==> config.mk <==
export PLATFORM = sky130hd
export DESIGN_NAME = vz_image_uploader
export DESIGN_NICKNAME = d
export VERILOG_FILES = /design/src/rtl/vz_pkg.sv /design/src/rtl/vz_header_rom.sv /design/src/rtl/vz_image_uploader.sv
export SDC_FILE = /design/constraint.sdc
export NUM_CORES = 1
export LEC_CHECK = 0
export CAP_MARGIN = 30
export CORE_MARGIN = 5
export CORE_UTILIZATION = 50
export DETAILED_ROUTE_END_ITERATION = 10
export PLACE_DENSITY = 0.76
export SETUP_SLACK_MARGIN = 0.2
export SLEW_MARGIN = 30
export SYNTH_ARGS = -nofsm -noshare
export SYNTH_HDL_FRONTEND = slang
export SYNTH_SLANG_ARGS = --single-unit
==> constraint.sdc <==
create_clock -name clk_sys -period 4.2 [get_ports clk_sys]
set_input_delay 0.42 -clock clk_sys [delete_from_list [all_inputs] [get_ports clk_sys]]
set_output_delay 0.42 -clock clk_sys [all_outputs]
set_load 0.005 [all_outputs]
==> src/rtl/vz_pkg.sv <==
// vz_pkg: shared constants and state type for the VZ image uploader
package vz_pkg;
  localparam int HDR_LEN = 24;
  localparam int ADDR_W = 16;
  localparam logic [7:0] VZ_TYPE_BASIC = 8'hF0;
  localparam logic [7:0] VZ_TYPE_BIN = 8'hF1;
  localparam logic [0:3][7:0] VZ_MAGIC = 32'h565A4630;
  localparam logic [0:16][7:0] VZ_NAME = {"LASER310", 72'h0};
  typedef enum logic [1:0] {IDLE, ARMED, FETCH, LOAD} state_e;
endpackage

==> src/rtl/vz_header_rom.sv <==
// vz_header_rom: maps a header offset plus save parameters to the VZ header byte
module vz_header_rom
  import vz_pkg::*;
(
  input  logic [4:0] off,
  input  logic [7:0] vz_type,
  input  logic [15:0] start,
  output logic [7:0] data
);
  logic [4:0] ni;
  assign ni = off - 5'd4;
  assign data = off < 5'd4 ? VZ_MAGIC[off[1:0]] :
                off < 5'd21 ? VZ_NAME[ni] :
                off == 5'd21 ? vz_type :
                off == 5'd22 ? start[7:0] :
                off == 5'd23 ? start[15:8] : 8'h00;
endmodule

==> src/rtl/vz_image_uploader.sv <==
// vz_image_uploader: serves a VZ header plus RAM bytes to the HPS upload path
module vz_image_uploader
  import vz_pkg::*;
(
  input  logic              clk_sys,
  input  logic              reset,
  input  logic              ioctl_upload,
  input  logic              ioctl_rd,
  input  logic [ADDR_W-1:0] ioctl_addr,
  output logic [7:0]        ioctl_din,
  input  logic [15:0]       save_start,
  input  logic [15:0]       save_end,
  input  logic [7:0]        save_type,
  output logic [ADDR_W-1:0] ram_addr,
  output logic              ram_rd,
  input  logic [7:0]        ram_dout,
  output logic              cpu_hold,
  output logic [16:0]       file_size,
  output logic              busy,
  output logic              done,
  output logic              err
);
  state_e state_q, state_d;
  logic upload_q, upload_d;
  logic [15:0] start_q, start_d;
  logic [7:0] type_q, type_d;
  logic [16:0] file_size_q, file_size_d;
  logic act_q, act_d, done_q, done_d, err_q, err_d;
  logic [4:0] a_q, a_d;
  logic hdr_q, hdr_d, src_ram_q, src_ram_d, ram_rd_q, ram_rd_d;
  logic [ADDR_W-1:0] ram_addr_q, ram_addr_d;
  logic [7:0] byte_q, byte_d, din_q, din_d, rom_byte;
  logic rise, fall, in_hdr, in_ram;
  logic [16:0] len;
  vz_header_rom u_rom (.off(a_q), .vz_type(type_q), .start(start_q), .data(rom_byte));
  // next-state and datapath: falling upload edge overrides any request
  always_comb begin
    rise = ioctl_upload & ~upload_q;
    fall = ~ioctl_upload & upload_q;
    len = save_end >= save_start ? {1'b0, save_end - save_start} + 17'd1 : 17'd0;
    in_hdr = ioctl_addr < ADDR_W'(HDR_LEN);
    in_ram = !in_hdr && {1'b0, ioctl_addr} < file_size_q;
    state_d = state_q;
    upload_d = ioctl_upload;
    start_d = start_q;
    type_d = type_q;
    file_size_d = file_size_q;
    act_d = act_q;
    done_d = 1'b0;
    err_d = err_q;
    a_d = a_q;
    hdr_d = hdr_q;
    src_ram_d = src_ram_q;
    ram_rd_d = 1'b0;
    ram_addr_d = ram_addr_q;
    byte_d = byte_q;
    din_d = din_q;
    if (state_q == IDLE) begin
      if (rise) begin
        state_d = ARMED;
        start_d = save_start;
        type_d = save_type;
        file_size_d = 17'(HDR_LEN) + len;
        act_d = 1'b1;
        err_d = save_end < save_start;
      end
    end else if (fall) begin
      state_d = IDLE;
      act_d = 1'b0;
      done_d = 1'b1;
    end else if (state_q == ARMED) begin
      if (ioctl_rd) begin
        state_d = FETCH;
        a_d = ioctl_addr[4:0];
        hdr_d = in_hdr;
        src_ram_d = in_ram;
        ram_rd_d = in_ram;
        ram_addr_d = in_ram ? start_q + ioctl_addr - ADDR_W'(HDR_LEN) : ram_addr_q;
      end
    end else begin
      err_d = err_q | ioctl_rd;
      state_d = state_q == FETCH ? LOAD : ARMED;
      byte_d = state_q == FETCH ? (hdr_q ? rom_byte : 8'h00) : byte_q;
      din_d = state_q == LOAD ? (src_ram_q ? ram_dout : byte_q) : din_q;
    end
  end
  // state and output registers; upload history resets high so a held-high upload is not a new edge
  always_ff @(posedge clk_sys) begin
    if (reset) begin
      state_q <= IDLE;
      upload_q <= 1'b1;
      start_q <= '0;
      type_q <= '0;
      file_size_q <= '0;
      act_q <= 1'b0;
      done_q <= 1'b0;
      err_q <= 1'b0;
      a_q <= '0;
      hdr_q <= 1'b0;
      src_ram_q <= 1'b0;
      ram_rd_q <= 1'b0;
      ram_addr_q <= '0;
      byte_q <= '0;
      din_q <= '0;
    end else begin
      state_q <= state_d;
      upload_q <= upload_d;
      start_q <= start_d;
      type_q <= type_d;
      file_size_q <= file_size_d;
      act_q <= act_d;
      done_q <= done_d;
      err_q <= err_d;
      a_q <= a_d;
      hdr_q <= hdr_d;
      src_ram_q <= src_ram_d;
      ram_rd_q <= ram_rd_d;
      ram_addr_q <= ram_addr_d;
      byte_q <= byte_d;
      din_q <= din_d;
    end
  end
  assign ioctl_din = din_q;
  assign ram_addr = ram_addr_q;
  assign ram_rd = ram_rd_q;
  assign cpu_hold = act_q;
  assign busy = act_q;
  assign file_size = file_size_q;
  assign done = done_q;
  assign err = err_q;
endmodule

==> results of run 1 <==
cells in the mapped netlist (4+ instances only):
library cell	instances
sky130_fd_sc_hd__a211oi_1	23
sky130_fd_sc_hd__a21o_1	13
sky130_fd_sc_hd__a21oi_1	69
sky130_fd_sc_hd__a22oi_1	11
sky130_fd_sc_hd__and2_1	7
sky130_fd_sc_hd__and3_1	8
sky130_fd_sc_hd__buf_1	5
sky130_fd_sc_hd__clkbuf_1	30
sky130_fd_sc_hd__dfxtp_1	87
sky130_fd_sc_hd__ha_1	74
sky130_fd_sc_hd__inv_1	93
sky130_fd_sc_hd__mux2i_1	30
sky130_fd_sc_hd__nand2_1	101
sky130_fd_sc_hd__nand2b_1	7
sky130_fd_sc_hd__nand3_1	18
sky130_fd_sc_hd__nand4_1	9
sky130_fd_sc_hd__nor2_1	81
sky130_fd_sc_hd__nor2b_1	6
sky130_fd_sc_hd__nor3_1	11
sky130_fd_sc_hd__o21a_1	5
sky130_fd_sc_hd__o21ai_0	23
sky130_fd_sc_hd__o21bai_1	5
sky130_fd_sc_hd__o31a_1	5
sky130_fd_sc_hd__o31ai_1	4
sky130_fd_sc_hd__or2_2	5
sky130_fd_sc_hd__or3_1	7
sky130_fd_sc_hd__xnor2_1	35
sky130_fd_sc_hd__xor2_1	9
routing by layer:
metal,GRT usage [%],vias to the layer above
met5,0,-
met4,5.87,0
met3,3.56,23
met2,35.6,153
met1,29.1,2902
li1,-,3286
kinds of logic (layout without fill, tap and decap cells):
kind of cell	after synthesis	count (layout)	synth area share (%)
AOI/OAI and AO/OA	206	206	21.1
xor gates and xnor gates	47	47	6.44
adders and majority gates	76	76	14.3
buffers and inverters	132	277	7.50
DFF	87	87	25.8
muxes	31	31	4.62
and+or+nand+nor	284	284	20.1
state kept, by name, summed over array words and instances (netlist names):
register,cells
file_size,17
ram_addr,16
start_q,16
byte_q,8
ioctl_din,8
type_q,8
a_q,5
state_q,2
busy,1
done,1
err,1
hdr_q,1
ram_rd,1
src_ram_q,1
upload_q,1
area by class of cell:
class	instances	area (µm²)
multi-input cells	644	4540
inverters	93	349
repair buffers	168	1540
fillers	1149	4560
flip-flops and latches	87	1740
clock buffers	9	225
clock inverters	7	75.1
well taps	176	220
power by group through the flow:
stage | Clock, mW | Sequential, mW | Combinational [mW]
2_1_floorplan | 0 | 0.893 | 0.545
3_3_place_gp | 0 | 0.905 | 0.829
3_5_place_dp | 0 | 0.905 | 0.842
4_1_cts | 0.824 | 0.887 | 0.848
5_1_grt | 0.857 | 0.891 | 0.957
6_report | 0.815 | 0.887 | 0.860
worst max-delay path, cell delays in order:
cell and delay [ps]:
sky130_fd_sc_hd__clkdlybuf4s50_1 450, sky130_fd_sc_hd__inv_1 40, sky130_fd_sc_hd__ha_1 200, sky130_fd_sc_hd__fa_2 370, sky130_fd_sc_hd__and2b_2 260, sky130_fd_sc_hd__o2111ai_4 140, sky130_fd_sc_hd__and4_1 200, sky130_fd_sc_hd__o311ai_1 310
sky130_fd_sc_hd__a21oi_1 130, sky130_fd_sc_hd__xnor2_1 170, sky130_fd_sc_hd__or4_1 550, sky130_fd_sc_hd__a21oi_2 170, sky130_fd_sc_hd__nand3_1 90, sky130_fd_sc_hd__or3_1 360, sky130_fd_sc_hd__a211oi_2 200
worst paths after layout:
check | startpoint | endpoint | slack, ps
setup / recovery | save_end[0] | file_size[16] | 390
hold / removal | byte_q[5] | byte_q[5] | 450
setup reg to reg | start_q[1] | ram_addr[15] | 890
hold reg to reg | byte_q[5] | byte_q[5] | 450
timing repair:
item | 4_1_cts | 5_1_grt
buffers inserted | 0 | 1
endpoints found under the setup margin | 0 | 4
resized for setup | 0 | 9
endpoints found under the hold margin | 0 | 0
==> results, run 1 <==
- The run finished with clean final reports.
- After floorplanning, the core was divided into between 40 and 50 placement rows.
- The total via count after detailed routing is ~6400.
- In this run the number of H-tree levels came out at 3.
- The number of buffers inserted for hold repair after clock tree synthesis is 0.
- Counting along the longest clock path gives a buffer depth of 2.
- The tool flagged a number of max-cap violations equal to 0.
- The path class of the tightest hold or removal check is reg2reg.
- The fraction of power consumed by sequential logic is 34.6%.
- The average cell area after synthesis is approximately 7.8 µm².
- Cells fill between 60% and 70% of the core in the end.
- The synthesized design devotes to its leading area cell type between 20% and 30% of total area.
- The first routing iteration left 383 violations.
- The largest area contributor in the netlist is sky130_fd_sc_hd__dfxtp_1.
- After synthesis, the cell types taking the most area are sky130_fd_sc_hd__dfxtp_1 26%, sky130_fd_sc_hd__ha_1 14%, sky130_fd_sc_hd__nand2_1 5.6%, sky130_fd_sc_hd__inv_1 5.2%, sky130_fd_sc_hd__a21oi_1 5.1%.
- At the end of the flow, the number of nets in the layout was 1147.
- The most used flip-flop cell after synthesis is sky130_fd_sc_hd__dfxtp_1.
- The initial antenna violation count is 0.
- Entering global routing, the biggest net connects 50 pins.
- The async set or reset register ratio after synthesis is 0%.
- In this run the tool buffered the top-level ports with ~110 buffer cells.
- The repair_antennas step left the layout with diodes totalling 0.
- The number of distinct library cell variants in the gate-level netlist after synthesis is between 70 and 80.
- Timing analysis after detailed placement gives a worst setup slack of -121 ps.
- In the layout the commonest cells are 112 x sky130_fd_sc_hd__clkdlybuf4s50_1, 101 x sky130_fd_sc_hd__nand2_1, 93 x sky130_fd_sc_hd__inv_1.
- The net switching share of the total power is 31.9%.
- The worst endpoint required time is around 4500 ps.
- The share of final-layout standard cells stronger than drive strength 1 is 10.8%.
- The root buffer selected by CTS is sky130_fd_sc_hd__clkbuf_16.
- Per report_power, the combinational group accounts for 33.6% of the total.
- For the pin with the worst max-slew slack, the measured transition is slightly above 900 ps.
- The die covers approximately 16000 µm².
- The congestion estimate from routability-driven global placement came to between 0.9 and 1.
- In this run the vertical extent of the chip is 126 µm.
- The standard cell area after detailed placement is about 8300 µm².
- After detailed routing, no signal wire sits above met4.
- The worst-case IR drop observed on VDD is 189 µV.
- The worst path needs approximately 3800 ps of the cycle, external delays included.
- The worst slew margin relative to its limit is a little under two fifths.
- The sort of element at the start of the critical path is a primary input.
- The final worst-path setup slack is around 400 ps.
- The final clock skew is between 10 and 15 ps.
- The register clock-pin slew on the reported worst setup and hold paths is 70 ps.
- Sequential elements use between 20% and 30% of the synthesized area.
- The clock reaches the later pin of the worst-skew pair after between 300 and 400 ps.
- The detail route stage leaves a number of antenna-violating nets equal to 0.
- Setup total negative slack on the finished layout was measured at 0 ps.
- The area of all placed cells without fillers is 8690 µm².
- The HPWL after detailed placement is 14.1 mm.
- The routed design uses 8.23 mm of met2 wire.
- The total global-route track usage is 21.5%.
- Along the worst path, the maximum fanout reaches 5.
- The number of nets in the synthesized netlist is ~1000.
- The most common library cell in the layout ignoring fill and taps is sky130_fd_sc_hd__clkdlybuf4s50_1.
- The mean number of vias per cell is 5.38.
- The CTS tree is yes.
- The fraction of power consumed by the clock network is between 30% and 40%.
- The final routed DRC violation total is 0.
- The power per cell area is ~290 nW/µm².
- The final hold violation count is 0.
- By startpoint and endpoint, the worst setup path is classified as in2reg.
- Setup violations remaining at the end of the flow were counted as 0.
- For this run, the number of Yosys warnings is 0.
- The first global-routing pass estimated ~28 mm of wire.
- The placeable core area is between 10000 and 15000 µm².
- The average routed wire per standard cell is between 10 and 15 µm.
- The number of global-route vias before repair came to 5907.
- During I/O placement, the number of pins put on the boundary was between 100 and 150.
- After detailed routing, the total wire length is 17.6 mm.
- Excluding fillers, the count of instances in the completed layout stands at about 1200.
- Synthesis produced 863 cells.
- The reported net switching power is between 800 and 900 µW.
- For this run the aggregate overflow at the end of global routing stands at 0.
- The number of synthesized flops with an enable pin is 0.
- The initial cell density of the core is 50.9%.
- The number of cells in the design after placement is 1167.
- The clock sink count is between 80 and 90.
- In this run the cell area of the synthesized design comes to roughly 6700 µm².
- The wire length on met3 is about 950 µm.
- The number of iterations in the first detailed-routing pass is 5.
- The final-report max-slew violation count is 0.
- Setup repair after global routing left no endpoint under its margin.
- The length in cells of the worst reg-to-reg path is 14.
- The analysis attributes to cell leakage a power of 3.44 nW.
- The endpoint type of the worst setup path is a flop.
- Counting instances, the worst hold path has a depth of 2.
- The design draws ~2.6 mW.
- The cell-internal power is ~1.7 mW.
- The number of buffers added by the clock tree synthesis step is 9.
- The highest clock frequency the design can meet is ~260 MHz.
- Hold timing on the final database bottoms out at a slack of ~450 ps.
- The number of synthesized register bits is between 80 and 90.
- The worst endpoint data arrival time is approximately 4000 ps.
- The worst path uses roughly 90% of the clock period.
- The die span in x is between 100 and 150 µm.
- The relative area change from synthesis to final layout is 28.9%.
- The total routed wire length on the met1 layer is 8.11 mm.
Note: power is estimated with default switching activity, not from simulation.
==> run 2, diff against run 1 <==
--- a/config.mk
+++ b/config.mk
@@ -7,9 +7,9 @@
 export LEC_CHECK = 0
 export CAP_MARGIN = 30
 export CORE_MARGIN = 5
-export CORE_UTILIZATION = 50
+export CORE_UTILIZATION = 55
 export DETAILED_ROUTE_END_ITERATION = 10
-export PLACE_DENSITY = 0.76
+export PLACE_DENSITY = 0.82
 export SETUP_SLACK_MARGIN = 0.2
 export SLEW_MARGIN = 30
 export SYNTH_ARGS = -nofsm -noshare
==> run 2 against run 1 <==
Against the previous run:
- flip-flop and latch count stayed put
- first-iteration DRC count is 1.3% lower
- clock power is 10% higher
- sequential share of layout area is 0.12 points higher
- register-to-register slack hardly changed
- clock skew is 4.6 ps lower
- wire length is 3.1% higher
- critical path type unchanged
- largest power group is now clock
==> results, run 2 (same netlist as run 1, synthesis figures left out) <==
- Of the total power, the clock network draws between 30% and 40%.
- For this run, the detailed router's first-pass iteration total came to 5.
- The number of nets in the final layout is about 1100.
- The count of input and output buffers is 113.
- The CTS tree is yes.
- Per report_power, the combinational group accounts for between 30% and 40% of the total.
- The flow ran to the end, and the final reports show no timing, DRC or antenna violations.
- CTS placed an instance of sky130_fd_sc_hd__clkbuf_16 at the clock tree root.
- The final weighted congestion in routability-driven placement is around 1.
- In this run, placement finished with an instance count of about 1100.
- The sum of overflow across all layers after global routing is 0.
- Clock-pin slew was measured on the worst setup and hold paths at roughly 70 ps.
- The mean number of vias per cell is 5.67.
- The shortest period the worst path allows is roughly 3800 ps.
- The final hold violation count came to 0.
- The reported leakage power is ~3.4 nW.
- The portion of the clock cycle consumed by the worst path in the final layout is 90.4%.
- In the final routed layout, each cell accounts on average for about 16 µm.
- For the worst-skew pair, the clock arrives at the later sink with an insertion delay of ~340 ps.
- The die is roughly 120 µm tall.
- The global-route wire length before repair is roughly 29 mm.
- The sort of element at the start of the critical path is a primary input.
- The number of rows in the core area is 40.
- Hold repair after CTS inserted 0 buffers.
- The largest buffer count on any clock path is 2.
- The highest clock frequency the design can meet is between 200 and 300 MHz.
- The final-report max-slew violation count is 0.
- In this run the power density over the cells is 306 nW/µm².
- The final hold slack is roughly 450 ps.
- The transition time of the tightest slew-check pin is around 940 ps.
- The number of flip-flops in the largest register is 17.
- Setup repair after global routing left no endpoint under its margin.
- The relative area change from synthesis to final layout is 28.1%.
- The worst endpoint required time is around 4500 ps.
- Entering global routing, the biggest net connects 48 pins.
- Across the VDD grid, the largest voltage drop is about 200 µV.
- The detail route stage leaves a number of antenna-violating nets equal to 0.
- The antenna diode instance count is 0.
- The top cell types in the final layout, fill and taps aside, are 112 x sky130_fd_sc_hd__clkdlybuf4s50_1, 101 x sky130_fd_sc_hd__nand2_1, 93 x sky130_fd_sc_hd__inv_1.
- Headroom to the max-slew limit came out at 37.3%.
- The share of the core filled with cells is 71.9%.
- The analysis attributes to net switching a power of approximately 800 µW.
- The share of final-layout standard cells stronger than drive strength 1 is about 10%.
- The total power after layout is ~2.6 mW.
- The largest fanout of any net on the critical path is 4.
- Data on the critical path arrives at its endpoint at between 4000 and 5000 ps.
- Setup violations remaining at the end of the flow were counted as 0.
- Leaving out filler cells and counting taps, the final layout contains between 1000 and 1500.
- The area of the multi-input gates is roughly 4500 µm².
- Max-cap violations in this run came to 0.
- The HPWL after detailed placement is roughly 14 mm.
- Global routing used about a quarter of the available tracks across all layers.
- The initial antenna violation count is 0.
- The placeable core area is about 12000 µm².
- The filler cell count is slightly below 1000.
- The detailed router finished its first iteration with about 380 violations.
- The number of global-route vias before repair came to 6008.
- The area used by sequential logic in the layout is roughly 1700 µm².
- After detailed routing, the number of remaining DRC violations is 0.
- The class of the tightest hold or removal check is reg2reg.
- Clock skew on the completed layout was measured at ~8.4 ps.
- The most common library cell in the layout ignoring fill and taps is sky130_fd_sc_hd__clkdlybuf4s50_1.
- The floorplan step set the die width to 121 µm.
- The final route contains around 6500 vias.
- CTS built an H-tree with a depth of 3.
- The die footprint is around 15000 µm².
- approximately 110 I/O pins were placed.
- The endpoint type of the worst setup path is a flop.
- The fraction of power consumed by sequential logic is 33.6%.
- The number of buffers added by the clock tree synthesis step is 9.
- The sum of routed wire length over all layers is between 15 and 20 mm.
- Cell internal power was estimated by the tool at between 1.5 and 2 mW.
- The classification of the worst setup path is in2reg.
- The setup check on the worst reg-to-reg path leaves a slack of 900 ps.
- For this design, the sink count on the clock tree is 87.
- The net switching share of the total power is 30.4%.
- The initial cell density of the core is 56.1%.
## run 2: cell count changes in the layout (fill, tap and decap cells not counted), sizes merged
cell / delta
clkinv: -1
buf: -7
inv: -4
bufinv: +1
clkbuf: +3
clkinvlp: +1
## run 2: worst paths after layout
check,cells after the start,start,end
setup / recovery,15,save_end[0],file_size[14]
hold reg to reg,2,byte_q[5],byte_q[5]
setup reg to reg,14,start_q[1],ram_addr[15]
hold / removal,2,byte_q[5],byte_q[5]
## run 2: stage by stage
stage | area, µm² | setup slack [ps] | setup TNS [ps]
floorplan | 6740 | 353 | 0
global placement | 8230 | -7.04 | -7.04
detailed placement | 8230 | -49.8 | -71.2
CTS | 8570 | 285 | 0
global route | 8640 | 200 | 0
finish | 8640 | 402 | 0
## run 2: power by group through the flow
stage               logic, mW  clock network [mW]  registers [mW]
finish                  0.853               0.899           0.887
global route            0.945               0.947           0.890
CTS                     0.837               0.906           0.887
detailed placement      0.829                   0           0.905
global placement        0.809                   0           0.903
floorplan               0.545                   0           0.893
## run 2: cell type report
| cell class | count | area share (%) |
|---|---|---|
| multi-input cells | 644 | 52.5 |
| flip-flops and latches | 87 | 20.2 |
| repair buffers | 161 | 17.2 |
| inverters | 93 | 4.04 |
| clock buffers | 12 | 3.09 |
| well taps | 147 | 2.13 |
| clock inverters | 4 | 0.884 |
## run 2: worst max-delay path, cell delays in order
cell and delay [ps]:
sky130_fd_sc_hd__clkdlybuf4s50_1 450, sky130_fd_sc_hd__inv_1 40, sky130_fd_sc_hd__ha_1 200, sky130_fd_sc_hd__fa_2 360, sky130_fd_sc_hd__and2b_2 260, sky130_fd_sc_hd__o22ai_1 120, sky130_fd_sc_hd__xnor2_2 240, sky130_fd_sc_hd__nand4_1 160
sky130_fd_sc_hd__or4_4 470, sky130_fd_sc_hd__xnor2_1 150, sky130_fd_sc_hd__nand2_1 80, sky130_fd_sc_hd__or4_4 540, sky130_fd_sc_hd__nand4b_1 200, sky130_fd_sc_hd__xor2_1 170, sky130_fd_sc_hd__a211oi_2 210
## run 2: repair_timing
| action | 4_1_cts | 5_1_grt |
|---|---|---|
| gates resized for setup | 0 | 11 |
| buffers inserted | 0 | 3 |
| hold endpoints to repair | 0 | 0 |
| setup endpoints to repair | 0 | 4 |
## run 2: metal layers
layer / wire, µm / vias to the layer above / global-route usage (%) / part of all wire (%)
met2: 8580 / 174 / 40.6 / 47
met4: 484 / 0 / 7.29 / 2.7
met5: 0 / - / 0 / 0
li1: - / 3282 / - / -
met1: 8100 / 3012 / 32.4 / 45
met3: 991 / 36 / 4.54 / 5.5
